==> src/rtl/port_out_uart_tx_pkg.sv <==
// Shared types and constants for the PortOut UART transmitter.
package port_out_uart_tx_pkg;

  typedef enum logic [1:0] {
    ST_IDLE  = 2'd0,
    ST_START = 2'd1,
    ST_DATA  = 2'd2,
    ST_STOP  = 2'd3
  } tx_state_e;

  localparam int unsigned WORD_W               = 32;
  localparam int unsigned UART_BYTES_PER_WORD  = 4;
  localparam int unsigned UART_BITS_PER_BYTE   = 8;
  localparam int unsigned DEFAULT_CLKS_PER_BIT = 434;
  localparam int unsigned DEFAULT_FIFO_DEPTH   = 4;
  localparam int unsigned BYTE_IDX_W           = $clog2(UART_BYTES_PER_WORD);
  localparam int unsigned BIT_IDX_W            = $clog2(UART_BITS_PER_BYTE);
  localparam int unsigned BIT_POS_W            = BYTE_IDX_W + BIT_IDX_W;

  // Position of a serial bit inside the word: byte n occupies bits [8n+7:8n].
  function automatic logic [BIT_POS_W-1:0] tx_bit_pos(input logic [BYTE_IDX_W-1:0] byte_idx,
                                                      input logic [BIT_IDX_W-1:0]  bit_idx);
    return {byte_idx, bit_idx};
  endfunction

endpackage

==> src/rtl/port_out_uart_tx_sync_fifo.sv <==
// Small synchronous FIFO with registered pointers, level and full/empty flags.
// The head entry is presented combinationally on dout.
module port_out_uart_tx_sync_fifo
  import port_out_uart_tx_pkg::*;
#(
  parameter int unsigned WIDTH = WORD_W,
  parameter int unsigned DEPTH = DEFAULT_FIFO_DEPTH
) (
  input  logic                   clk,
  input  logic                   reset,
  input  logic                   push,
  input  logic                   pop,
  input  logic [WIDTH-1:0]       din,
  output logic [WIDTH-1:0]       dout,
  output logic                   full,
  output logic                   empty,
  output logic [$clog2(DEPTH):0] level
);

  localparam int unsigned AW = $clog2(DEPTH);
  localparam int unsigned LW = AW + 1;

  logic [WIDTH-1:0] r_mem [DEPTH];
  logic [AW-1:0]    r_wr_ptr;
  logic [AW-1:0]    r_rd_ptr;
  logic [LW-1:0]    r_level;
  logic             r_full;
  logic             r_empty;
  logic             w_push_ok;
  logic             w_pop_ok;
  logic [LW-1:0]    w_level_nxt;

  assign w_push_ok = push && !r_full;
  assign w_pop_ok  = pop && !r_empty;

  always_comb begin
    w_level_nxt = r_level;
    case ({w_push_ok, w_pop_ok})
      2'b10:   w_level_nxt = r_level + LW'(1);
      2'b01:   w_level_nxt = r_level - LW'(1);
      default: w_level_nxt = r_level;
    endcase
  end

  // Pointers wrap naturally because DEPTH is a power of two.
  always_ff @(posedge clk or posedge reset) begin
    if (reset) begin
      r_wr_ptr <= '0;
      r_rd_ptr <= '0;
      r_level  <= '0;
      r_full   <= 1'b0;
      r_empty  <= 1'b1;
    end else begin
      if (w_push_ok) r_wr_ptr <= r_wr_ptr + AW'(1);
      if (w_pop_ok)  r_rd_ptr <= r_rd_ptr + AW'(1);
      r_level <= w_level_nxt;
      r_full  <= (w_level_nxt == LW'(DEPTH));
      r_empty <= (w_level_nxt == '0);
    end
  end

  always_ff @(posedge clk) begin
    if (w_push_ok) r_mem[r_wr_ptr] <= din;
  end

  assign dout  = r_mem[r_rd_ptr];
  assign full  = r_full;
  assign empty = r_empty;
  assign level = r_level;

endmodule

==> src/rtl/port_out_uart_tx.sv <==
// Processor PortOut sink: buffers written words and sends each as four 8N1 UART
// bytes, least significant byte first. Pushes into a full FIFO are dropped and flagged.
module port_out_uart_tx
  import port_out_uart_tx_pkg::*;
#(
  parameter int unsigned CLKS_PER_BIT = DEFAULT_CLKS_PER_BIT,
  parameter int unsigned FIFO_DEPTH   = DEFAULT_FIFO_DEPTH
) (
  input  logic                        clk,
  input  logic                        reset,
  input  logic                        wr_en,
  input  logic [WORD_W-1:0]           wr_data,
  input  logic                        clear_ovf,
  output logic                        tx,
  output logic                        busy,
  output logic                        fifo_full,
  output logic                        fifo_empty,
  output logic                        overflow,
  output logic [$clog2(FIFO_DEPTH):0] level
);

  localparam int unsigned LW     = $clog2(FIFO_DEPTH) + 1;
  localparam int unsigned BAUD_W = $clog2(CLKS_PER_BIT);
  localparam logic [BAUD_W-1:0]     BAUD_LAST = BAUD_W'(CLKS_PER_BIT - 1);
  localparam logic [BIT_IDX_W-1:0]  BIT_LAST  = BIT_IDX_W'(UART_BITS_PER_BYTE - 1);
  localparam logic [BYTE_IDX_W-1:0] BYTE_LAST = BYTE_IDX_W'(UART_BYTES_PER_WORD - 1);

  if (CLKS_PER_BIT < 2) begin : g_bad_cpb
    $error("CLKS_PER_BIT must be at least 2");
  end
  if ((FIFO_DEPTH < 2) || ((FIFO_DEPTH & (FIFO_DEPTH - 1)) != 0)) begin : g_bad_depth
    $error("FIFO_DEPTH must be a power of two and at least 2");
  end

  tx_state_e        r_state;
  tx_state_e        w_state_nxt;
  logic [BAUD_W-1:0]     r_baud;
  logic [BAUD_W-1:0]     w_baud_nxt;
  logic [BIT_IDX_W-1:0]  r_bit_idx;
  logic [BIT_IDX_W-1:0]  w_bit_idx_nxt;
  logic [BYTE_IDX_W-1:0] r_byte_idx;
  logic [BYTE_IDX_W-1:0] w_byte_idx_nxt;
  logic [WORD_W-1:0]     r_shift;
  logic [WORD_W-1:0]     w_shift_nxt;
  logic                  r_tx;
  logic                  w_tx_nxt;
  logic                  r_busy;
  logic                  r_ovf;
  logic                  w_baud_done;
  logic                  w_pop;
  logic [WORD_W-1:0]     w_fifo_dout;
  logic                  w_fifo_full;
  logic                  w_fifo_empty;
  logic [LW-1:0]         w_fifo_level;

  port_out_uart_tx_sync_fifo #(
    .WIDTH (WORD_W),
    .DEPTH (FIFO_DEPTH)
  ) u_fifo (
    .clk   (clk),
    .reset (reset),
    .push  (wr_en),
    .pop   (w_pop),
    .din   (wr_data),
    .dout  (w_fifo_dout),
    .full  (w_fifo_full),
    .empty (w_fifo_empty),
    .level (w_fifo_level)
  );

  // Sticky overflow; a dropped push wins over a simultaneous clear.
  always_ff @(posedge clk or posedge reset) begin
    if (reset) begin
      r_ovf <= 1'b0;
    end else if (wr_en && w_fifo_full) begin
      r_ovf <= 1'b1;
    end else if (clear_ovf) begin
      r_ovf <= 1'b0;
    end
  end

  assign w_baud_done = (r_baud == BAUD_LAST);

  always_ff @(posedge clk or posedge reset) begin
    if (reset) begin
      r_state <= ST_IDLE;
    end else begin
      r_state <= w_state_nxt;
    end
  end

  always_comb begin
    w_state_nxt = r_state;
    case (r_state)
      ST_IDLE:  if (!w_fifo_empty) w_state_nxt = ST_START;
      ST_START: if (w_baud_done) w_state_nxt = ST_DATA;
      ST_DATA:  if (w_baud_done && (r_bit_idx == BIT_LAST)) w_state_nxt = ST_STOP;
      ST_STOP:  if (w_baud_done) w_state_nxt = (r_byte_idx == BYTE_LAST) ? ST_IDLE : ST_START;
      default:  w_state_nxt = ST_IDLE;
    endcase
  end

  // Counter/shift-register updates and the next serial line level.
  always_comb begin
    w_pop          = 1'b0;
    w_baud_nxt     = w_baud_done ? '0 : r_baud + BAUD_W'(1);
    w_bit_idx_nxt  = r_bit_idx;
    w_byte_idx_nxt = r_byte_idx;
    w_shift_nxt    = r_shift;
    case (r_state)
      ST_IDLE: begin
        w_baud_nxt = '0;
        if (!w_fifo_empty) begin
          w_pop          = 1'b1;
          w_shift_nxt    = w_fifo_dout;
          w_byte_idx_nxt = '0;
        end
      end
      ST_START: if (w_baud_done) w_bit_idx_nxt = '0;
      ST_DATA:  if (w_baud_done && (r_bit_idx != BIT_LAST)) w_bit_idx_nxt = r_bit_idx + BIT_IDX_W'(1);
      ST_STOP:  if (w_baud_done && (r_byte_idx != BYTE_LAST)) w_byte_idx_nxt = r_byte_idx + BYTE_IDX_W'(1);
      default:  w_baud_nxt = '0;
    endcase
    case (w_state_nxt)
      ST_START: w_tx_nxt = 1'b0;
      ST_DATA:  w_tx_nxt = w_shift_nxt[tx_bit_pos(w_byte_idx_nxt, w_bit_idx_nxt)];
      default:  w_tx_nxt = 1'b1;
    endcase
  end

  always_ff @(posedge clk or posedge reset) begin
    if (reset) begin
      r_baud     <= '0;
      r_bit_idx  <= '0;
      r_byte_idx <= '0;
      r_shift    <= '0;
      r_tx       <= 1'b1;
      r_busy     <= 1'b0;
    end else begin
      r_baud     <= w_baud_nxt;
      r_bit_idx  <= w_bit_idx_nxt;
      r_byte_idx <= w_byte_idx_nxt;
      r_shift    <= w_shift_nxt;
      r_tx       <= w_tx_nxt;
      r_busy     <= (w_state_nxt != ST_IDLE);
    end
  end

  assign tx         = r_tx;
  assign busy       = r_busy;
  assign overflow   = r_ovf;
  assign fifo_full  = w_fifo_full;
  assign fifo_empty = w_fifo_empty;
  assign level      = w_fifo_level;

endmodule

==> config.mk <==
export PLATFORM = sky130hd
export DESIGN_NAME = port_out_uart_tx
export DESIGN_NICKNAME = d
export VERILOG_FILES = /design/src/rtl/port_out_uart_tx_pkg.sv /design/src/rtl/port_out_uart_tx_sync_fifo.sv /design/src/rtl/port_out_uart_tx.sv
export SDC_FILE = /design/constraint.sdc
export NUM_CORES = 1
export LEC_CHECK = 0
export ABC_AREA = 1
export CELL_PAD_IN_SITES_DETAIL_PLACEMENT = 1
export CELL_PAD_IN_SITES_GLOBAL_PLACEMENT = 1
export CORE_ASPECT_RATIO = 2
export CORE_UTILIZATION = 52
export DETAILED_ROUTE_END_ITERATION = 6
export PLACE_DENSITY_LB_ADDON = 0.1
export SETUP_SLACK_MARGIN = 0.4
export SYNTH_ARGS = -nofsm -noshare
export SYNTH_HDL_FRONTEND = slang
export SYNTH_SLANG_ARGS = --single-unit
export TNS_END_PERCENT = 50
==> constraint.sdc <==
create_clock -name clk -period 4.5 [get_ports clk]
set_input_delay 0.675 -clock clk [delete_from_list [all_inputs] [get_ports clk]]
set_output_delay 0.675 -clock clk [all_outputs]
set_load 0.01 [all_outputs]
==> impl_summary.log, run 1 <==
INFO  metric drv_slew = 0
INFO  metric ctsHtreeMaxLevel = 4
INFO  metric p_seq_frac = 0.534
INFO  metric antenna_violations_before_repair = 0
INFO  metric maximum_number_of_pins_on_one_net_before_global_route_repair = 67
INFO  metric drt-total-wl = 19400 um
INFO  metric core-area = 14900 sq um
INFO  metric max-vdd-ir-drop = 0.393 mV
INFO  metric final_critical_path_setup_slack = about 1700 ps
INFO  metric critPathLaunchType = flop
INFO  metric slew_headroom = 0.266
INFO  metric fillers = 1535
INFO  metric ctsLongestPathBuffers = 2
INFO  metric cts_root_buffer = sky130_fd_sc_hd__clkbuf_16
INFO  metric routed_wire_length_per_instance = 20.4 um
INFO  metric io_pins = 44
INFO  metric cts.repair_timing.setup_buffer_count = 0
INFO  metric rsz0062_at_grt = false
INFO  metric max-cap-violations = 0
INFO  metric criticalPathCategory = reg -> reg
INFO  metric cellInternalPower = 3.05 mW
INFO  metric detailedPlacementHpwl = between 10000 and 15000 um
INFO  metric post-route-period-util = 0.618
INFO  metric largest_area_contributor_in_the_netlist = sky130_fd_sc_hd__edfxtp_1
INFO  metric critical_path_required = 4880 ps
INFO  metric critical_path_top_delay_cell = sky130_fd_sc_hd__buf_4
INFO  metric detail_route.drc_violations = 0
INFO  metric cts_tree = yes
INFO  metric min_period = 2780 ps
INFO  metric pre_cts_ws = 1610 ps
INFO  metric synthesis.area_per_instance = 11.3 sq um
INFO  metric setup_violations = 0
INFO  metric critical_path_fanouts_max = 66
INFO  metric clkTransAtPathRegs = 80 ps
INFO  metric finalSetupTns = 0 ps
INFO  metric netlist_instances = ~700
INFO  metric cts.sinks = 188
INFO  metric power.switching_fraction = 0.256
INFO  metric clockPowerShare = 0.361
INFO  metric grt_pass1_wl = 30500 um
INFO  metric synth.ff_latch_count = 188
INFO  metric timing.critical_path.mode_cell = sky130_fd_sc_hd__nand2_1
INFO  metric synth.distinct_cells = 35
INFO  metric io_buffer_count = 43
INFO  metric detail-route-antenna-nets = 0
INFO  metric drive_above_1_share = 0.106
INFO  metric worst-endpoint-arrival = 3160 ps
INFO  metric finalWeightedCongestion = 0.862
INFO  metric path_buf_inv = 3
INFO  metric most_common_cell_after_layout_fill_and_taps_aside = sky130_fd_sc_hd__edfxtp_1
INFO  metric synth.yosys.seq_area_share = 0.672
INFO  metric min_path_type = reg -> reg
INFO  metric syn_area = approximately 8000 sq um
INFO  metric synthesis.nets = 753
INFO  metric viasPerCell = 5.56
INFO  metric global_route.overflow_total = 0
INFO  metric clock_latency = 440 ps
INFO  metric die-height = 177 um
INFO  metric area_growth_syn_to_layout = 15.1%
INFO  metric yosys-top-cells-area = sky130_fd_sc_hd__edfxtp_1 (48%), sky130_fd_sc_hd__dfrtp_1 (18%), sky130_fd_sc_hd__o21ai_0 (5.7%)
INFO  metric critical_path.top_delay_family = simple AND/OR/NAND/NOR gates
INFO  metric ctsResizeCount = 0
INFO  metric vias_in_the_first_global_route = 5868
INFO  metric combPwrFrac = 0.105
INFO  metric yosysTopAreaCellShare = 0.483
INFO  metric fin_worst_skew = approximately 10 ps
INFO  metric final_net_count = 794
INFO  metric mostFrequentLayoutCells = sky130_fd_sc_hd__edfxtp_1 (128), sky130_fd_sc_hd__nor2_1 (111), sky130_fd_sc_hd__o21ai_0 (91)
INFO  metric numCtsBuffers = 17
INFO  metric cts_hold_buf = 0
INFO  metric ys_warn_count = 0
INFO  metric max_slew.worst_pin.slew = 1100 ps
INFO  metric detail_route.first_pass.iterations = 4
INFO  metric status = complete, no violations
INFO  metric area_of_the_multi_input_gates = between 2000 and 2500 sq um
INFO  metric sw_pwr = 1.05 mW
INFO  metric power-per-cell-area = around 450 nW/um^2
INFO  metric design_power_total = between 4 and 5 mW
INFO  metric crit_path_cell_trace = inv_1, ha_1, inv_2, nor2_4, buf_4, o211ai_1, nand2_1, nand3_1, nand3_1, nand3_1, nand3_1, nand2_1, nand2_1, nand2_1, nand2_1, nand2_1
INFO  metric drt_iter0_markers = 290
INFO  metric max_freq = 0.360 GHz
INFO  metric antenna_cells_inserted = 0
INFO  metric initial_core_util = 0.534
INFO  metric dieArea = 15800 sq um
INFO  metric worst_path_largest_cell_delay = ~550 ps
INFO  metric area_used_by_sequential_logic_in_the_layout = ~5300 sq um
INFO  metric cp_endpoint_kind = flop
INFO  metric track_usage = 0.272
INFO  metric die_width = 89.5 um
INFO  metric route.vias.total = 5286
INFO  metric floorplan.rows = 63
INFO  metric final_hold_viol_count = 0
INFO  metric total_leakage_power = 3.52 nW
## cell usage after synthesis (all sizes together)
master / n
o21bai: 1
a21oi: 9
nand3: 55
o21a: 1
dfstp: 2
dfrtp: 58
nor3b: 1
o211ai: 30
edfxtp: 128
nor2: 119
xor2: 5
inv: 70
clkbuf: 16
nand2: 65
xnor2: 2
and3: 1
nor3: 3
fa: 1
o21ai: 92
buf: 14
or2: 14
ha: 14
a22oi: 1
## logic make-up (layout without fill, tap and decap cells)
group / Yosys count / in the layout / synth area share
xor gates and xnor gates: 7 / 7 / 0.00770
buffers and inverters: 100 / 154 / 0.0512
DFF: 188 / 188 / 0.672
AOI/OAI and AO/OA: 134 / 134 / 0.0992
and+or+nand+nor: 258 / 258 / 0.145
adders and majority gates: 15 / 15 / 0.0245
## through the flow
step	instances	hold WS [ps]	utilization	instance area (sq um)
after floorplan	702	452	-	7960
after global placement	919	490	0.576	8580
after detailed placement	919	508	0.576	8580
after CTS	951	503	0.615	9160
after global routing	951	534	0.615	9160
final	951	494	0.615	9160
## worst paths after layout
path	from	endpoint	slack [ps]	cells after the start
max in group asynchronous	reset	tx$_DFF_PP1_	2910	3
hold / removal	r_shift[22]$_DFF_PP0_	r_shift[22]$_DFF_PP0_	490	2
hold reg to reg	r_shift[22]$_DFF_PP0_	r_shift[22]$_DFF_PP0_	490	2
setup / recovery	r_state[0]$_DFF_PP0_	tx$_DFF_PP1_	1720	16
min in group asynchronous	reset	u_fifo.level[0]$_DFF_PP0_	680	2
setup reg to reg	r_state[0]$_DFF_PP0_	tx$_DFF_PP1_	1720	16
## layout make-up
cell class | instances | area share
Timing Repair Buffer | 52 | 0.0544
Inverter | 70 | 0.0290
Tap cell | 195 | 0.0266
Multi-Input combinational cell | 414 | 0.242
Clock inverter | 12 | 0.0149
Sequential cell | 188 | 0.584
Clock buffer | 20 | 0.0488
## metal layers
layer / global-route usage / share of wire / up-vias
li1: - / - / 2477
met1: 0.293 / 0.37 / 2660
met3: 0.0536 / 0.025 / 47
met4: 0.132 / 0.038 / 0
met2: 0.490 / 0.56 / 102
met5: 0 / 0 / -
## power groups by stage
stage,sequential [mW],clock [mW],combinational (mW)
floorplan,2.22,0,0.205
global placement,2.21,0,0.409
detailed placement,2.22,0,0.442
CTS,2.19,1.51,0.443
global route,2.21,1.57,0.473
finish,2.19,1.48,0.431
## state kept, by name, summed over array words and instances, names as in the netlist
signal           count
r_baud               9
busy                 1
r_shift             32
overflow             1
u_fifo.r_rd_ptr      2
u_fifo.full          1
tx                   1
r_byte_idx           2
u_fifo.empty         1
u_fifo.r_mem       128
r_state              2
r_bit_idx            3
u_fifo.r_wr_ptr      2
u_fifo.level         3
## worst reg2reg max path, stage by stage (launching register included)
cell and delay (ps):
sky130_fd_sc_hd__dfrtp_1 440, sky130_fd_sc_hd__inv_1 140, sky130_fd_sc_hd__ha_1 270, sky130_fd_sc_hd__inv_2 80, sky130_fd_sc_hd__nor2_4 100, sky130_fd_sc_hd__buf_4 550, sky130_fd_sc_hd__o211ai_1 320, sky130_fd_sc_hd__nand2_1 170
sky130_fd_sc_hd__nand3_1 100, sky130_fd_sc_hd__nand3_1 110, sky130_fd_sc_hd__nand3_1 80, sky130_fd_sc_hd__nand3_1 100, sky130_fd_sc_hd__nand2_1 60, sky130_fd_sc_hd__nand2_1 60, sky130_fd_sc_hd__nand2_1 60, sky130_fd_sc_hd__nand2_1 60
sky130_fd_sc_hd__nand2_1 50
Power figures use the tool's default switching activity.
==> run 2, diff against run 1 <==
--- a/config.mk
+++ b/config.mk
@@ -9,7 +9,7 @@
 export CELL_PAD_IN_SITES_DETAIL_PLACEMENT = 1
 export CELL_PAD_IN_SITES_GLOBAL_PLACEMENT = 1
 export CORE_ASPECT_RATIO = 2
-export CORE_UTILIZATION = 52
+export CORE_UTILIZATION = 48
 export DETAILED_ROUTE_END_ITERATION = 6
 export PLACE_DENSITY_LB_ADDON = 0.1
 export SETUP_SLACK_MARGIN = 0.4
==> constraint.sdc (replaced) <==
create_clock -name clk -period 2.7 [get_ports clk]
set_input_delay 0.405 -clock clk [delete_from_list [all_inputs] [get_ports clk]]
set_output_delay 0.405 -clock clk [all_outputs]
set_load 0.01 [all_outputs]
==> impl_summary.log, run 2 (same netlist as run 1, synthesis figures left out) <==
INFO  metric power.switching_fraction = 0.249 (-0.00726)
INFO  metric detailedPlacementHpwl = 12300 um (+1.3%)
INFO  metric core-area = 16300 sq um (+9.2%)
INFO  metric ctsLongestPathBuffers = 2 (unchanged)
INFO  metric drv_slew = 0 (unchanged)
INFO  metric met2WireLength = 12200 um (+12%)
INFO  metric detail-route-antenna-nets = 0 (unchanged)
INFO  metric setup_violations = 0 (unchanged)
INFO  metric drt_iter0_markers = 277 (-4.5%)
INFO  metric io_pins = 44 (unchanged)
INFO  metric cts_root_buffer = sky130_fd_sc_hd__clkbuf_16
INFO  metric die_width = 93.1 um (+4.0%)
INFO  metric min_path_type = in -> async
INFO  metric global_route.overflow_total = 0 (unchanged)
INFO  metric maximum_number_of_pins_on_one_net_before_global_route_repair = 67 (unchanged)
INFO  metric cts_tree = yes
INFO  metric area_used_by_sequential_logic_in_the_layout = 5350 sq um (unchanged)
INFO  metric route.vias.total = 5556 (+5.1%)
INFO  metric max_freq = 0.426 GHz (+18%)
INFO  metric track_usage = 0.244 (-0.0275)
INFO  metric viasPerCell = 5.63 (+1.4%)
INFO  metric drt-total-wl = 21300 um (+9.5%)
INFO  metric fillers = 1643 (+7.0%)
INFO  metric crit_path_cell_trace = inv_1, ha_2, nand2_2, nor2_4, nand2_4, a21oi_4, nand3_4, buf_12, buf_6, nand3_2, nand3_2, nand3_2, nand3_2, nand2_2, nand2_1, nand2_1, nand2_1, nand2_1
INFO  metric post-route-period-util = 0.870 (+0.253)
INFO  metric area_of_the_multi_input_gates = 2550 sq um (+15%)
INFO  metric critical_path_fanouts_max = 6 (-91%)
INFO  metric worst_path_largest_cell_delay = 400 ps (-150 ps)
INFO  metric ctsHtreeMaxLevel = 4 (unchanged)
INFO  metric largest_registers = u_fifo.r_mem x128, r_shift x32, r_baud x9
INFO  metric max-vdd-ir-drop = 0.670 mV (+70%)
INFO  metric floorplan.rows = 66 (+4.8%)
INFO  metric cellInternalPower = 5.30 mW (+74%)
INFO  metric final_hold_viol_count = 0 (unchanged)
INFO  metric placed_cells = 932 (+1.4%)
INFO  metric numCtsBuffers = 17 (unchanged)
INFO  metric fin_worst_skew = 9.90 ps (-0.169 ps)
INFO  metric met3RoutedLength = 589 um (+23%)
INFO  metric max-cap-violations = 0 (unchanged)
INFO  metric status = complete, no violations
INFO  metric final_net_count = 819 (+3.1%)
INFO  metric detail_route.drc_violations = 0 (unchanged)
INFO  metric finalSetupTns = 0 ps (unchanged)
INFO  metric die-height = 184 um (+4.0%)
INFO  metric max_slew.worst_pin.slew = 576 ps (-525 ps)
INFO  metric total_leakage_power = 3.75 nW (+6.7%)
INFO  metric rsz0062_at_grt = true
INFO  metric detail_route.first_pass.iterations = 4 (unchanged)
INFO  metric clockPowerShare = 0.365 (+0.004)
INFO  metric clkTransAtPathRegs = 70 ps (about the same)
INFO  metric largest_reg_flops = 128 (unchanged)
INFO  metric routed_wire_length_per_instance = 21.6 um (+5.7%)
INFO  metric worst-endpoint-arrival = 2730 ps (-430 ps)
INFO  metric met1Wirelength = 7600 um (+4.6%)
INFO  metric critical_path_required = 3090 ps (-1790 ps)
INFO  metric area_growth_syn_to_layout = 24.1%
INFO  metric p_seq_frac = 0.516 (-0.018)
INFO  metric min_period = 2350 ps (-430 ps)
INFO  metric final-instance-count-excl-fill = 986 (+3.7%)
INFO  metric design_power_total = 7.06 mW (+72%)
INFO  metric finalWeightedCongestion = 0.856 (-0.66%)
INFO  metric maxUsedRoutingLayer = met4
INFO  metric criticalPathCategory = reg -> reg
INFO  metric antenna_violations_before_repair = 1 (+1)
INFO  metric grt_pass1_wl = 30600 um (+0.25%)
INFO  metric cp_endpoint_kind = flop
INFO  metric combPwrFrac = 0.118 (+0.013)
INFO  metric power-per-cell-area = 715 nW/um^2 (+60%)
INFO  metric finalCoreUtilization = 0.607 (-0.00779)
INFO  metric cts_hold_buf = 0 (unchanged)
INFO  metric critPathLaunchType = flop
INFO  metric critical_path_top_delay_cell = sky130_fd_sc_hd__dfrtp_1
INFO  metric critical_path.top_delay_family = simple AND/OR/NAND/NOR gates
INFO  metric drive_above_1_share = 0.211 (+0.105)
INFO  metric cts.sinks = 188 (unchanged)
INFO  metric initial_core_util = 0.489 (-0.0450)
INFO  metric vias_in_the_first_global_route = 5954 (+1.5%)
INFO  metric mostFrequentLayoutCells = sky130_fd_sc_hd__edfxtp_1 (128), sky130_fd_sc_hd__nor2_1 (110), sky130_fd_sc_hd__o21ai_0 (87)
INFO  metric slew_headroom = 0.616 (+0.349)
INFO  metric clock_latency = 450 ps (about the same)
INFO  metric dieArea = 17100 sq um (+8.2%)
INFO  metric max_flop_register = u_fifo.r_mem
INFO  metric sw_pwr = 1.76 mW (+67%)
INFO  metric io_buffer_count = 43 (unchanged)
INFO  metric path_buf_inv = 3 (unchanged)
INFO  metric most_common_cell_after_layout_fill_and_taps_aside = sky130_fd_sc_hd__edfxtp_1
## run 2: changes by cell type in the layout (fill, tap and decap cells not counted), moves of 5 or more
cell	delta
sky130_fd_sc_hd__nand3_1	-33
sky130_fd_sc_hd__nand3_2	+32
sky130_fd_sc_hd__nand2_1	-14
sky130_fd_sc_hd__nand2_2	+12
sky130_fd_sc_hd__buf_12	+11
sky130_fd_sc_hd__buf_4	+6
sky130_fd_sc_hd__buf_6	+5
sky130_fd_sc_hd__inv_1	-5
## run 2: area by class of cell
cell class                      count  area share
Clock inverter                     12      0.0167
Tap cell                          204      0.0258
Clock buffer                       20      0.0442
Multi-Input combinational cell    416       0.258
Timing Repair Buffer               75      0.0855
Sequential cell                   188       0.542
Inverter                           70      0.0276
Antenna cell                        1    0.000253
## run 2: final timing paths
check / startpoint / end / slack, ps / depth (start not counted)
hold / removal: reset / u_fifo.level[1]$_DFF_PP0_ / 340 / 2
setup reg to reg: r_baud[1]$_DFF_PP0_ / tx$_DFF_PP1_ / 350 / 18
max in group asynchronous: reset / u_fifo.r_rd_ptr[0]$_DFFE_PP0P_ / 1640 / 3
min in group clk: r_baud[0]$_DFF_PP0_ / r_baud[0]$_DFF_PP0_ / 510 / 1
hold reg to reg: r_baud[0]$_DFF_PP0_ / r_baud[0]$_DFF_PP0_ / 510 / 1
setup / recovery: r_baud[1]$_DFF_PP0_ / tx$_DFF_PP1_ / 350 / 18
## run 2: timing repair
item	4_1_cts	5_1_grt
pin swaps	3	38
gates cloned	0	4
gates resized for setup	6	78
endpoints found under the setup margin	3	4
setup buffers	8	9
## run 2: worst reg2reg max path: cells and delay by family (launching register included)
kind                       cells  cell delay (ps)
adders and majority gates      1              170
DFF                            1              400
AOI/OAI and AO/OA              1              220
and+or+nand+nor               13             1120
buffers and inverters          3              370
## run 2: power groups by stage
stage / Clock (mW) / Combinational (mW) / Sequential [mW]
detailed placement: 0 / 0.794 / 3.70
CTS: 2.61 / 0.814 / 3.65
floorplan: 0 / 0.345 / 3.69
finish: 2.58 / 0.835 / 3.65
global placement: 0 / 0.757 / 3.68
global route: 2.70 / 0.909 / 3.68
## run 2: stage by stage
step	hold slack (ps)	setup WS [ps]	area [sq um]
after floorplan	452	260	7980
after global placement	481	236	8700
after detailed placement	486	232	8700
after CTS	351	390	9400
after global routing	406	188	9880
final	342	351	9880
## run 2: routing by layer
| metal | GRT usage | up-vias |
|---|---|---|
| met5 | 0 | - |
| met4 | 0.119 | 0 |
| met3 | 0.0413 | 60 |
| met2 | 0.471 | 136 |
| met1 | 0.245 | 2825 |
| li1 | - | 2535 |
